--- src/rtl/cpu7_icu_pkg.sv ---
// Shared definitions for the cpu7 instruction cache unit: FSM encoding,
// block-offset width and the helper that extracts the 64-bit block tag.
package cpu7_icu_pkg;

    localparam logic [1:0] ICU_IDLE  = 2'd0;
    localparam logic [1:0] ICU_BREQ  = 2'd1;
    localparam logic [1:0] ICU_BWAIT = 2'd2;

    localparam int ICU_OFS_W  = 3;
    localparam int ICU_TAG_HI = 31;
    localparam int ICU_TAG_LO = ICU_OFS_W;
    localparam int ICU_TAG_W  = ICU_TAG_HI - ICU_TAG_LO + 1;

    typedef enum logic [1:0] {
        ST_IDLE  = ICU_IDLE,
        ST_BREQ  = ICU_BREQ,
        ST_BWAIT = ICU_BWAIT
    } icu_state_e;

    function automatic logic [ICU_TAG_W-1:0] icu_tag_of(input logic [31:0] addr);
        return addr[ICU_TAG_HI:ICU_TAG_LO];
    endfunction

endpackage

--- src/rtl/cpu7_icu_linebuf.sv ---
// One-entry line buffer: block tag compare plus storage of the last
// error-free fetched block. Only instantiated when ICU_LINEBUF_EN is defined.
module cpu7_icu_linebuf
    import cpu7_icu_pkg::*;
#(
    parameter int DW = 64
) (
    input  logic                 clk,
    input  logic                 rst_n,
    input  logic [ICU_TAG_W-1:0] lookup_tag,
    input  logic                 fill_en,
    input  logic [ICU_TAG_W-1:0] fill_tag,
    input  logic [DW-1:0]        fill_data,
    input  logic                 inv,
    output logic                 hit,
    output logic [DW-1:0]        data
);

    logic                 valid_r;
    logic [ICU_TAG_W-1:0] tag_r;
    logic [DW-1:0]        data_r;

    // Entry update; invalidate wins so a fill racing a barrier is not installed
    always_ff @(posedge clk or negedge rst_n) begin
        if (!rst_n) begin
            valid_r <= 1'b0;
            tag_r   <= {ICU_TAG_W{1'b0}};
            data_r  <= {DW{1'b0}};
        end else if (inv) begin
            valid_r <= 1'b0;
        end else if (fill_en) begin
            valid_r <= 1'b1;
            tag_r   <= fill_tag;
            data_r  <= fill_data;
        end else begin
            valid_r <= valid_r;
        end
    end

    assign hit  = valid_r & (tag_r == lookup_tag);
    assign data = data_r;

endmodule

--- src/rtl/cpu7_icu.sv ---
// cpu7_icu: responder for IFU fetches, reading aligned 64-bit blocks from the BIU.
// Define ICU_LINEBUF_EN to add a one-entry line buffer in front of the bus.
module cpu7_icu
    import cpu7_icu_pkg::*;
#(
    parameter int BUS_AW = 32,
    parameter int BUS_DW = 64
) (
    input  logic              clk,
    input  logic              resetn,
    input  logic              ifu_icu_req_ic1,
    input  logic [31:0]       ifu_icu_addr_ic1,
    output logic              icu_ifu_ack_ic1,
    input  logic              ifu_icu_cancel,
    output logic [BUS_DW-1:0] icu_ifu_data_ic2,
    output logic              icu_ifu_data_valid_ic2,
    output logic              icu_ifu_ex_ic2,
    output logic              icu_biu_req,
    output logic [BUS_AW-1:0] icu_biu_addr,
    input  logic              biu_icu_ack,
    input  logic [BUS_DW-1:0] biu_icu_data,
    input  logic              biu_icu_data_valid,
    input  logic              biu_icu_err,
    input  logic              exu_icu_ibar
);

    icu_state_e           state_r, state_nxt_s;
    logic                 drop_r, drop_nxt_s;
    logic [ICU_TAG_W-1:0] tag_r, tag_nxt_s;
    logic                 biu_req_r, biu_req_nxt_s;
    logic [BUS_DW-1:0]    data_r, data_nxt_s;
    logic                 ex_r, ex_nxt_s;
    logic                 dv_r, dv_nxt_s;
    logic                 hit_pend_r, hit_pend_nxt_s;
    logic                 ack_s, hit_s, fill_s;
    logic [BUS_DW-1:0]    lb_data_s;
    logic [ICU_TAG_W-1:0] req_tag_s;

    assign req_tag_s = icu_tag_of(ifu_icu_addr_ic1);
    assign ack_s     = ifu_icu_req_ic1 & (state_r == ST_IDLE) & ~drop_r;
    assign fill_s    = (state_r == ST_BWAIT) & biu_icu_data_valid & ~drop_r
                       & ~ifu_icu_cancel & ~biu_icu_err;

`ifdef ICU_LINEBUF_EN
    cpu7_icu_linebuf #(
        .DW (BUS_DW)
    ) u_linebuf (
        .clk        (clk),
        .rst_n      (resetn),
        .lookup_tag (req_tag_s),
        .fill_en    (fill_s),
        .fill_tag   (tag_r),
        .fill_data  (biu_icu_data),
        .inv        (exu_icu_ibar),
        .hit        (hit_s),
        .data       (lb_data_s)
    );
    logic unused_s;
    assign unused_s = &{1'b0, ifu_icu_addr_ic1[2:0]};
`else
    assign hit_s     = 1'b0;
    assign lb_data_s = {BUS_DW{1'b0}};
    logic unused_s;
    assign unused_s = &{1'b0, ifu_icu_addr_ic1[2:0], exu_icu_ibar, fill_s};
`endif

    // Next-state and registered-output logic of the fetch FSM
    always_comb begin
        state_nxt_s    = state_r;
        drop_nxt_s     = drop_r;
        tag_nxt_s      = tag_r;
        biu_req_nxt_s  = biu_req_r;
        data_nxt_s     = data_r;
        ex_nxt_s       = ex_r;
        dv_nxt_s       = 1'b0;
        hit_pend_nxt_s = 1'b0;
        case (state_r)
            ST_IDLE: begin
                if (ack_s && hit_s) begin
                    // Buffer hit: answer next cycle, a cancel now kills it
                    if (!ifu_icu_cancel) begin
                        dv_nxt_s       = 1'b1;
                        hit_pend_nxt_s = 1'b1;
                        data_nxt_s     = lb_data_s;
                        ex_nxt_s       = 1'b0;
                    end else begin
                        dv_nxt_s = 1'b0;
                    end
                end else if (ack_s) begin
                    state_nxt_s   = ST_BREQ;
                    tag_nxt_s     = req_tag_s;
                    biu_req_nxt_s = 1'b1;
                    drop_nxt_s    = ifu_icu_cancel;
                end else begin
                    state_nxt_s = ST_IDLE;
                end
            end
            ST_BREQ: begin
                if (ifu_icu_cancel) begin
                    drop_nxt_s = 1'b1;
                end else begin
                    drop_nxt_s = drop_r;
                end
                if (biu_icu_ack) begin
                    state_nxt_s   = ST_BWAIT;
                    biu_req_nxt_s = 1'b0;
                end else begin
                    biu_req_nxt_s = 1'b1;
                end
            end
            ST_BWAIT: begin
                if (biu_icu_data_valid) begin
                    state_nxt_s = ST_IDLE;
                    if (!drop_r && !ifu_icu_cancel) begin
                        data_nxt_s = biu_icu_data;
                        ex_nxt_s   = biu_icu_err;
                        dv_nxt_s   = 1'b1;
                    end else begin
                        drop_nxt_s = 1'b0;
                    end
                end else if (ifu_icu_cancel) begin
                    drop_nxt_s = 1'b1;
                end else begin
                    state_nxt_s = ST_BWAIT;
                end
            end
            default: begin
                state_nxt_s   = ST_IDLE;
                drop_nxt_s    = 1'b0;
                biu_req_nxt_s = 1'b0;
            end
        endcase
    end

    // FSM state and output registers
    always_ff @(posedge clk or negedge resetn) begin
        if (!resetn) begin
            state_r    <= ST_IDLE;
            drop_r     <= 1'b0;
            tag_r      <= {ICU_TAG_W{1'b0}};
            biu_req_r  <= 1'b0;
            data_r     <= {BUS_DW{1'b0}};
            ex_r       <= 1'b0;
            dv_r       <= 1'b0;
            hit_pend_r <= 1'b0;
        end else begin
            state_r    <= state_nxt_s;
            drop_r     <= drop_nxt_s;
            tag_r      <= tag_nxt_s;
            biu_req_r  <= biu_req_nxt_s;
            data_r     <= data_nxt_s;
            ex_r       <= ex_nxt_s;
            dv_r       <= dv_nxt_s;
            hit_pend_r <= hit_pend_nxt_s;
        end
    end

    assign icu_ifu_ack_ic1        = ack_s;
    assign icu_biu_req            = biu_req_r;
    assign icu_biu_addr           = {tag_r, {ICU_OFS_W{1'b0}}};
    assign icu_ifu_data_ic2       = data_r;
    assign icu_ifu_ex_ic2         = ex_r;
    // A buffer answer can still be withdrawn by a cancel in its own slot
    assign icu_ifu_data_valid_ic2 = dv_r & ~(hit_pend_r & ifu_icu_cancel);

endmodule

--- config.mk ---
export PLATFORM = sky130hd
export DESIGN_NAME = cpu7_icu
export DESIGN_NICKNAME = d
export VERILOG_FILES = /design/src/rtl/cpu7_icu_pkg.sv /design/src/rtl/cpu7_icu_linebuf.sv /design/src/rtl/cpu7_icu.sv
export SDC_FILE = /design/constraint.sdc
export NUM_CORES = 1
export LEC_CHECK = 0
export CAP_MARGIN = 5
export CORE_ASPECT_RATIO = 1.4
export CORE_MARGIN = 1
export CORE_UTILIZATION = 40
export CTS_CLUSTER_DIAMETER = 200
export DETAILED_ROUTE_END_ITERATION = 12
export PLACE_DENSITY = 0.88
export SLEW_MARGIN = 20
export SYNTH_ARGS = -nofsm -noshare
export SYNTH_HDL_FRONTEND = slang
export SYNTH_SLANG_ARGS = --single-unit
--- constraint.sdc ---
create_clock -name clk -period 2.55 [get_ports clk]
set_input_delay 0.765 -clock clk [delete_from_list [all_inputs] [get_ports clk]]
set_output_delay 0.765 -clock clk [all_outputs]
set_load 0.03 [all_outputs]
# [Word level (Yosys, flattened, before mapping)]
# Cells that the tools add are included.
[word_totals] input_bits=104 out_inout_bits=100 reg_bits=99
[op_classes] mux=16 reduce_logical=9 bitwise=4 eq_ne=6
[ops] op="1-bit two-way mux" count=10
[ops] op="2-bit AND reduction" count=4
[ops] op="2-bit two-way mux" count=3
[ops] op="3-bit != test, second input constant" count=2
[ops] op="1-bit one-hot mux with 3 select lines" count=2
[ops] op="2-bit one-hot mux with 3 select lines" count=1
[ops] op="2-bit != test, second input constant" count=2
[ops] op="3-bit AND reduction" count=1
[ops] op="1-bit bitwise AND" count=2
[ops] op="2-bit by 1-bit == test with 1-bit output, second input constant" count=1
[ops] op="2-bit == test, second input constant" count=1
[ops] op="1-bit logical NOT" count=2
[ops] op="2-bit logical NOT" count=1
[ops] op="1-bit inverter" count=2
[ops] op="1-bit logical AND" count=1

# [Longest topological paths before layout]
# Gate-level depths: netlist of the first run.
[logic_depth] ltp_word=5 ltp_mapped=5

# [Worst setup path after synthesis of the first run]
# OpenSTA, ideal clock, no wires.
[synth_path] path_kind="input-to-output" from="in ifu_icu_req_ic1" to="out icu_ifu_ack_ic1" setup_slack_ps=480 path_stages=2 path_buffers=1 arrival_time_ps=1305 cell_sequence="nor4b_4 > buf_2"
[synth_between] elab_chain_len=2
[synth_lines] item="from (decl)" line="cpu7_icu.sv:11" text="input logic ifu_icu_req_ic1,"
[synth_lines] item="1-bit bitwise AND (2 in a row)" line="cpu7_icu.sv:40" text="assign ack_s = ifu_icu_req_ic1 & (state_r == ST_IDLE) & ~drop_r;"
[synth_lines] item="to (decl)" line="cpu7_icu.sv:13" text="output logic icu_ifu_ack_ic1,"
# No other way between the ends.

# [Final worst setup path of the first run]
# Ends and elaborated chain as after synthesis.

==> results of run 1 <==
==> cell type report <==
type	instances	area, µm²
Timing Repair Buffer	201	2020
Tap cell	107	134
Inverter	1	3.75
Clock inverter	1	30.0
Sequential cell	99	2480
Clock buffer	15	278
Multi-Input combinational cell	110	1180
Fill cell	657	2960
==> cells in the mapped netlist <==
library cell | n | area (µm²)
dfrtp_1 | 99 | 2480
mux2_2 | 54 | 608
mux2_1 | 40 | 450
buf_2 | 6 | 30.0
buf_4 | 4 | 30.0
buf_6 | 4 | 45.0
a21o_1 | 2 | 15.0
nand2_1 | 2 | 7.51
nor2_1 | 2 | 7.51
o21ai_0 | 2 | 10.0
conb_1 | 1 | 3.75
inv_1 | 1 | 3.75
nand2_2 | 1 | 6.26
nor4_4 | 1 | 21.3
nor4b_4 | 1 | 23.8
o21a_1 | 1 | 7.51
o31a_1 | 1 | 8.76
==> sequential cells by signal, summed over array words and instances, names as in the netlist <==
| register | cells |
|---|---|
| state_r | 2 |
| icu_ifu_ex_ic2 | 1 |
| icu_biu_req | 1 |
| dv_r | 1 |
| tag_r | 29 |
| icu_ifu_data_ic2 | 64 |
| drop_r | 1 |
==> layout by cell type (no fill, tap or decap) <==
master / instances
mux2_2: 54
clkbuf_16: 9
buf_12: 2
nand2_2: 1
nand2_1: 2
inv_1: 1
nor2_1: 2
buf_4: 5
clkbuf_8: 3
a21o_1: 2
mux2_1: 40
o31a_1: 1
clkdlybuf4s50_1: 194
clkbuf_1: 3
o21a_1: 1
bufinv_16: 1
dfrtp_1: 99
nor4_4: 1
nor4b_4: 1
o21ai_0: 2
conb_1: 3
==> report_power, final <==
| part | total [mW] | leakage (nW) | internal [mW] | switching [mW] |
|---|---|---|---|---|
| Sequential | 2.72 | 1.29 | 2.32 | 0.397 |
| Combinational | 4.03 | 1.30 | 1.89 | 2.14 |
| Clock | 1.37 | 0.150 | 0.842 | 0.524 |
| Total | 8.11 | 2.75 | 5.05 | 3.06 |
==> kinds of logic (layout without fill, tap and decap cells) <==
kind of cell | after synthesis | after routing | synth area share (%)
compound gates | 6 | 6 | 1.10
mux | 94 | 94 | 28.2
buf+inv | 15 | 218 | 2.90
flops | 99 | 99 | 66.0
other cells | 1 | 3 | 0.0998
simple gates | 7 | 7 | 1.77
==> final timing paths <==
kind | start | end | slack, ns
setup / recovery | ifu_icu_req_ic1 | icu_ifu_ack_ic1 | 0.1
hold / removal | resetn | icu_ifu_data_ic2[35] | 0.43
setup reg to reg | state_r[0] | icu_ifu_data_ic2[11] | 0.80
hold reg to reg | icu_ifu_data_ic2[40] | icu_ifu_data_ic2[40] | 0.48
max in group asynchronous | resetn | icu_ifu_data_ic2[60] | 1.75
min in group clk | icu_ifu_data_ic2[40] | icu_ifu_data_ic2[40] | 0.48
==> per-layer routing <==
layer / routed length [µm] / vias up
met3: 756 / 17
met2: 4310 / 139
met1: 3100 / 1271
met4: 223 / 0
met5: 0 / -
li1: - / 1168
==> through the flow <==
step | area [µm²] | hold slack (ns)
after floorplan | 3760 | 0.469
after global placement | 5810 | 0.467
after detailed placement | 5810 | 0.474
after CTS | 6120 | 0.451
after global routing | 6120 | 0.471
final | 6120 | 0.427
==> flow_summary.ini, run 1 <==
[drt]
detail_route.wirelength_um = 8390
vias_per_cell = 4.86
antenna_left = 0
drtIter0Drc = 77
detail_route.first_pass.iterations = 8
residual_drc = 36
wl_per_cell_um = 15.7
via_count = 2595

[cells_and_area]
final_cells = 534
nNetsFinal = 526
num_antenna_cells = 0
finish.utilization_pct = 67.4
drive_gt1_share_pct = 18.0
area_delta_synth_final_pct = 62.9

[timing]
max_clock_freq_ghz = 0.408
fin_crit_sh_pct = 96.2
finalWorstPathRequiredPeriod_ns = 2.45
finalClockSkew_ns = 0.00785
final_hold_viol_count = 0
finalSetupViolCount = 0
final_slew_violations = 0
setup_total_negative_slack_ns = 0
smallest_setup_slack_after_layout_ns = 0.0970
setup_repair_after_global_routing_missed_its_margin = no

[setup_path]
slowest_stage = clkdlybuf4s50_1
path_cells = clkdlybuf4s50_1 -> nor4b_4 -> buf_4
timing.critical_path.arrival_ns = 1.69
crit_path_max_fanout = 2
crit_buf_inv = 2
cp_data_required_time_ns = 1.79
timing.critical_path.to_type = primary output
timing.critical_path.max_delay_family = buffers and inverters
cp_slowest_stage_delay_ns = 0.48
worst_setup_path_start_kind = input port
worst_r2r_path_depth = 3
setup.worst_path.class = in2out
critical_path_depth = 3

[global_route]
number_of_antenna_violations_at_the_first_check_in_global_routing = 0
grt_max_degree = 66
grt_util_met3_pct = 5.80
grt-ovfl-total = 0
grt_pass1_wl_um = 13300
grt_util_met2_pct = 31.1
gr_busiest_metal = met2
grtUsageTotal_pct = 17.8
grtUsageMet1_pct = 19.6
number_of_global_route_vias_before_repair = 2814

[synthesis]
synthCells = 222
netlist_area_pre_place_um2 = 3760
synth-seq-area-share_pct = 66.0
yosys.cell_types.count = 17
synth_warnings = 0
syn_avg_cell_area_um2 = 16.9
yosys_register_bits = 99

[min_path]
timing.hold.worst.class = in2async

[clocking]
number_of_buffers_created_by_cts = 9
ctsHtreeMaxLevel = 3
worst_skew_pair.late_latency_ns = 0.33
setup_repair_bufs_after_cts = 0
cts_sinks = 99
clk_transition_reported_paths_ns = 0.06
cts_tree = done
buffer_depth_of_the_longest_clock_path = 2
hold_buffers = 0
root_buffer = clkbuf_16
cts_resized = 0

[floorplanning]
die_w_um = 83.9
design.core.area_um2 = 9080
placementRows = 41
pin_count = 204
height_of_the_die_um = 117
starting_density_of_the_core_pct = 41.4
design.die.area_um2 = 9790

[outcome]
violations_in_the_final_reports = design-rule violations
run_status = finished with violations

[power]
p_leak_nw = 2.75
fin_total_pwr_mw = 8.11
power_density_relative_to_cell_area_nw_per_um2 = 1320
worst_ir_drop_vdd_mv = 0.824

[place]
dp.cells = 518
place_congestion = 0.675
place_ws_ns = 0.0799
io_buffers = 196
hpwl_um = 6390

[flow_run]
timing.max_cap.violations = 0
No activity file was read; power rests on OpenSTA's default activity.
==> run 2, diff against run 1 <==
- CAP_MARGIN: 5 -> not set
==> results of run 2 <==
Final layout, timing and power as in run 1 (identical DEF).
==> run 3, diff against run 2 <==
- CORE_UTILIZATION: 40 -> 35
- PLACE_DENSITY: 0.88 -> 0.82
- clock period: 2.55 -> 2.2 ns (I/O delays scaled with it)
==> flow_summary.ini, run 3 (synthesized netlist as in run 1, its figures left out) <==
[min_path]
timing.hold.worst.class = in2async

[outcome]
run_status = finished clean

[setup_path]
timing.critical_path.arrival_ns = 1.39
r2r-end = tag_r[5]
critPathLaunch = icu_ifu_data_ic2[61]
slowest_stage = clkdlybuf4s50_1
path_cells = clkdlybuf4s50_1
cp_slowest_stage_delay_ns = 0.70
startpoint_of_the_most_critical_register_to_register_path = state_r[0]
r2r_setup_slack_ns = 0.42
cp_data_required_time_ns = 1.54
critical_path_depth = 1
setup.worst_path.class = reg2out
crit_buf_inv = 1
worst_setup_path_start_kind = register
timing.critical_path.to_type = primary output
timing.critical_path.max_delay_family = buffers and inverters
endpoint = icu_ifu_data_ic2[61]
crit_path_max_fanout = 2
worst_r2r_path_depth = 3

[clocking]
clk_transition_reported_paths_ns = 0.07
buffer_depth_of_the_longest_clock_path = 2
cts_tree = done
cts_resized = 2
setup_repair_bufs_after_cts = 0
number_of_buffers_created_by_cts = 9
ctsHtreeMaxLevel = 3
root_buffer = clkbuf_16
hold_buffers = 0
worst_skew_pair.late_latency_ns = 0.33
cts_sinks = 99

[timing]
finalWorstPathRequiredPeriod_ns = 2.05
finalClockSkew_ns = 0.00847
smallest_setup_slack_after_layout_ns = 0.153
final_hold_viol_count = 0
setup_total_negative_slack_ns = 0
fin_crit_sh_pct = 93.1
finalSetupViolCount = 0
final_slew_violations = 0
max_clock_freq_ghz = 0.488
setup_repair_after_global_routing_missed_its_margin = no

[floorplanning]
design.die.area_um2 = 11200
design.core.area_um2 = 10400
pin_count = 204
starting_density_of_the_core_pct = 36.1
height_of_the_die_um = 125
die_w_um = 89.6
placementRows = 44

[drt]
vias_per_cell = 4.53
detail_route.wirelength_um = 8450
residual_drc = 0
detail_route.first_pass.iterations = 3
via_count = 2582
drtIter0Drc = 54
wl_per_cell_um = 14.8
antenna_left = 0

[global_route]
grt_max_degree = 47
number_of_antenna_violations_at_the_first_check_in_global_routing = 1
grt-ovfl-total = 0
grt_pass1_wl_um = 13400
grtUsageTotal_pct = 16.1
number_of_global_route_vias_before_repair = 2855

[flow_run]
timing.max_cap.violations = 0

[power]
pwr-share-seq_pct = 33.8
clkPwrFrac_pct = 16.0
power.switching_mw = 3.60
power_density_relative_to_cell_area_nw_per_um2 = 1500
p_int_mw = 5.69
worst_ir_drop_vdd_mv = 0.748
p_leak_nw = 2.76
switching_portion_of_total_power_pct = 38.8
comb_power_share_pct = 50.2
fin_total_pwr_mw = 9.28

[place]
hpwl_um = 6570
dp.cells = 553
io_buffers = 196
place_congestion = 0.713
place_ws_ns = -0.135

[cells_and_area]
final_cells = 570
most_frequent_cells_in_the_layout = 193 x clkdlybuf4s50_1, 99 x dfrtp_1, 54 x mux2_2
nNetsFinal = 530
drive_gt1_share_pct = 19.5
area_delta_synth_final_pct = 64.3
finish.utilization_pct = 59.3
layout_commonest_cell = clkdlybuf4s50_1
largest_reg_flops = 64
run 3: changes by cell type in the layout (fill, tap and decap cells not counted), sizes merged:
cell	before	now
buf	7	11
bufinv	1	0
clkbuf	15	10
clkdlybuf4s50	194	193
clkinv	0	2
clkinvlp	0	1
diode	0	1
dlygate4sd2	0	1
inv	1	4
run 3: layer usage:
metal	wire length [µm]	vias up	share of wire, %	track usage (%)
li1	-	1187	-	-
met1	2860	1253	34	15.0
met2	4600	131	54	29.8
met3	855	11	10	7.02
met4	129	0	1.5	5.51
met5	0	-	0	0
run 3: worst min-delay path by stage:
stage | slack [ns] | to | start
after floorplan | 0.36 | drop_r | resetn
after CTS | 0.25 | icu_ifu_data_ic2[24] | resetn
final | 0.25 | icu_ifu_data_ic2[31] | resetn
after global placement | 0.47 | icu_ifu_data_ic2[26] | icu_ifu_data_ic2[26]
after detailed placement | 0.47 | icu_ifu_data_ic2[34] | icu_ifu_data_ic2[34]
after global routing | 0.26 | icu_ifu_data_ic2[31] | resetn
run 3: power groups by stage:
stage | clock, mW | sequential [mW] | combinational [mW]
4_1_cts | 1.54 | 3.15 | 4.72
5_1_grt | 1.62 | 3.27 | 4.90
6_report | 1.48 | 3.14 | 4.66
2_1_floorplan | 0 | 4.83 | 0.881
3_5_place_dp | 0 | 3.19 | 4.71
3_3_place_gp | 0 | 3.12 | 4.64
run 3: final cells by class:
type / instances / area (µm²)
fillers: 828 / 4230
flip-flops and latches: 99 / 2480
repair buffers: 205 / 2050
multi-input cells: 110 / 1180
clock buffers: 10 / 239
well taps: 138 / 173
clock inverters: 6 / 47.5
inverters: 1 / 3.75
diodes: 1 / 2.50
run 3: metrics by stage:
stage / area, µm² / hold WS, ns
2_1_floorplan: 3760 / 0.364
3_3_place_gp: 5880 / 0.466
3_5_place_dp: 5880 / 0.474
4_1_cts: 6170 / 0.246
5_1_grt: 6170 / 0.263
6_report: 6170 / 0.248
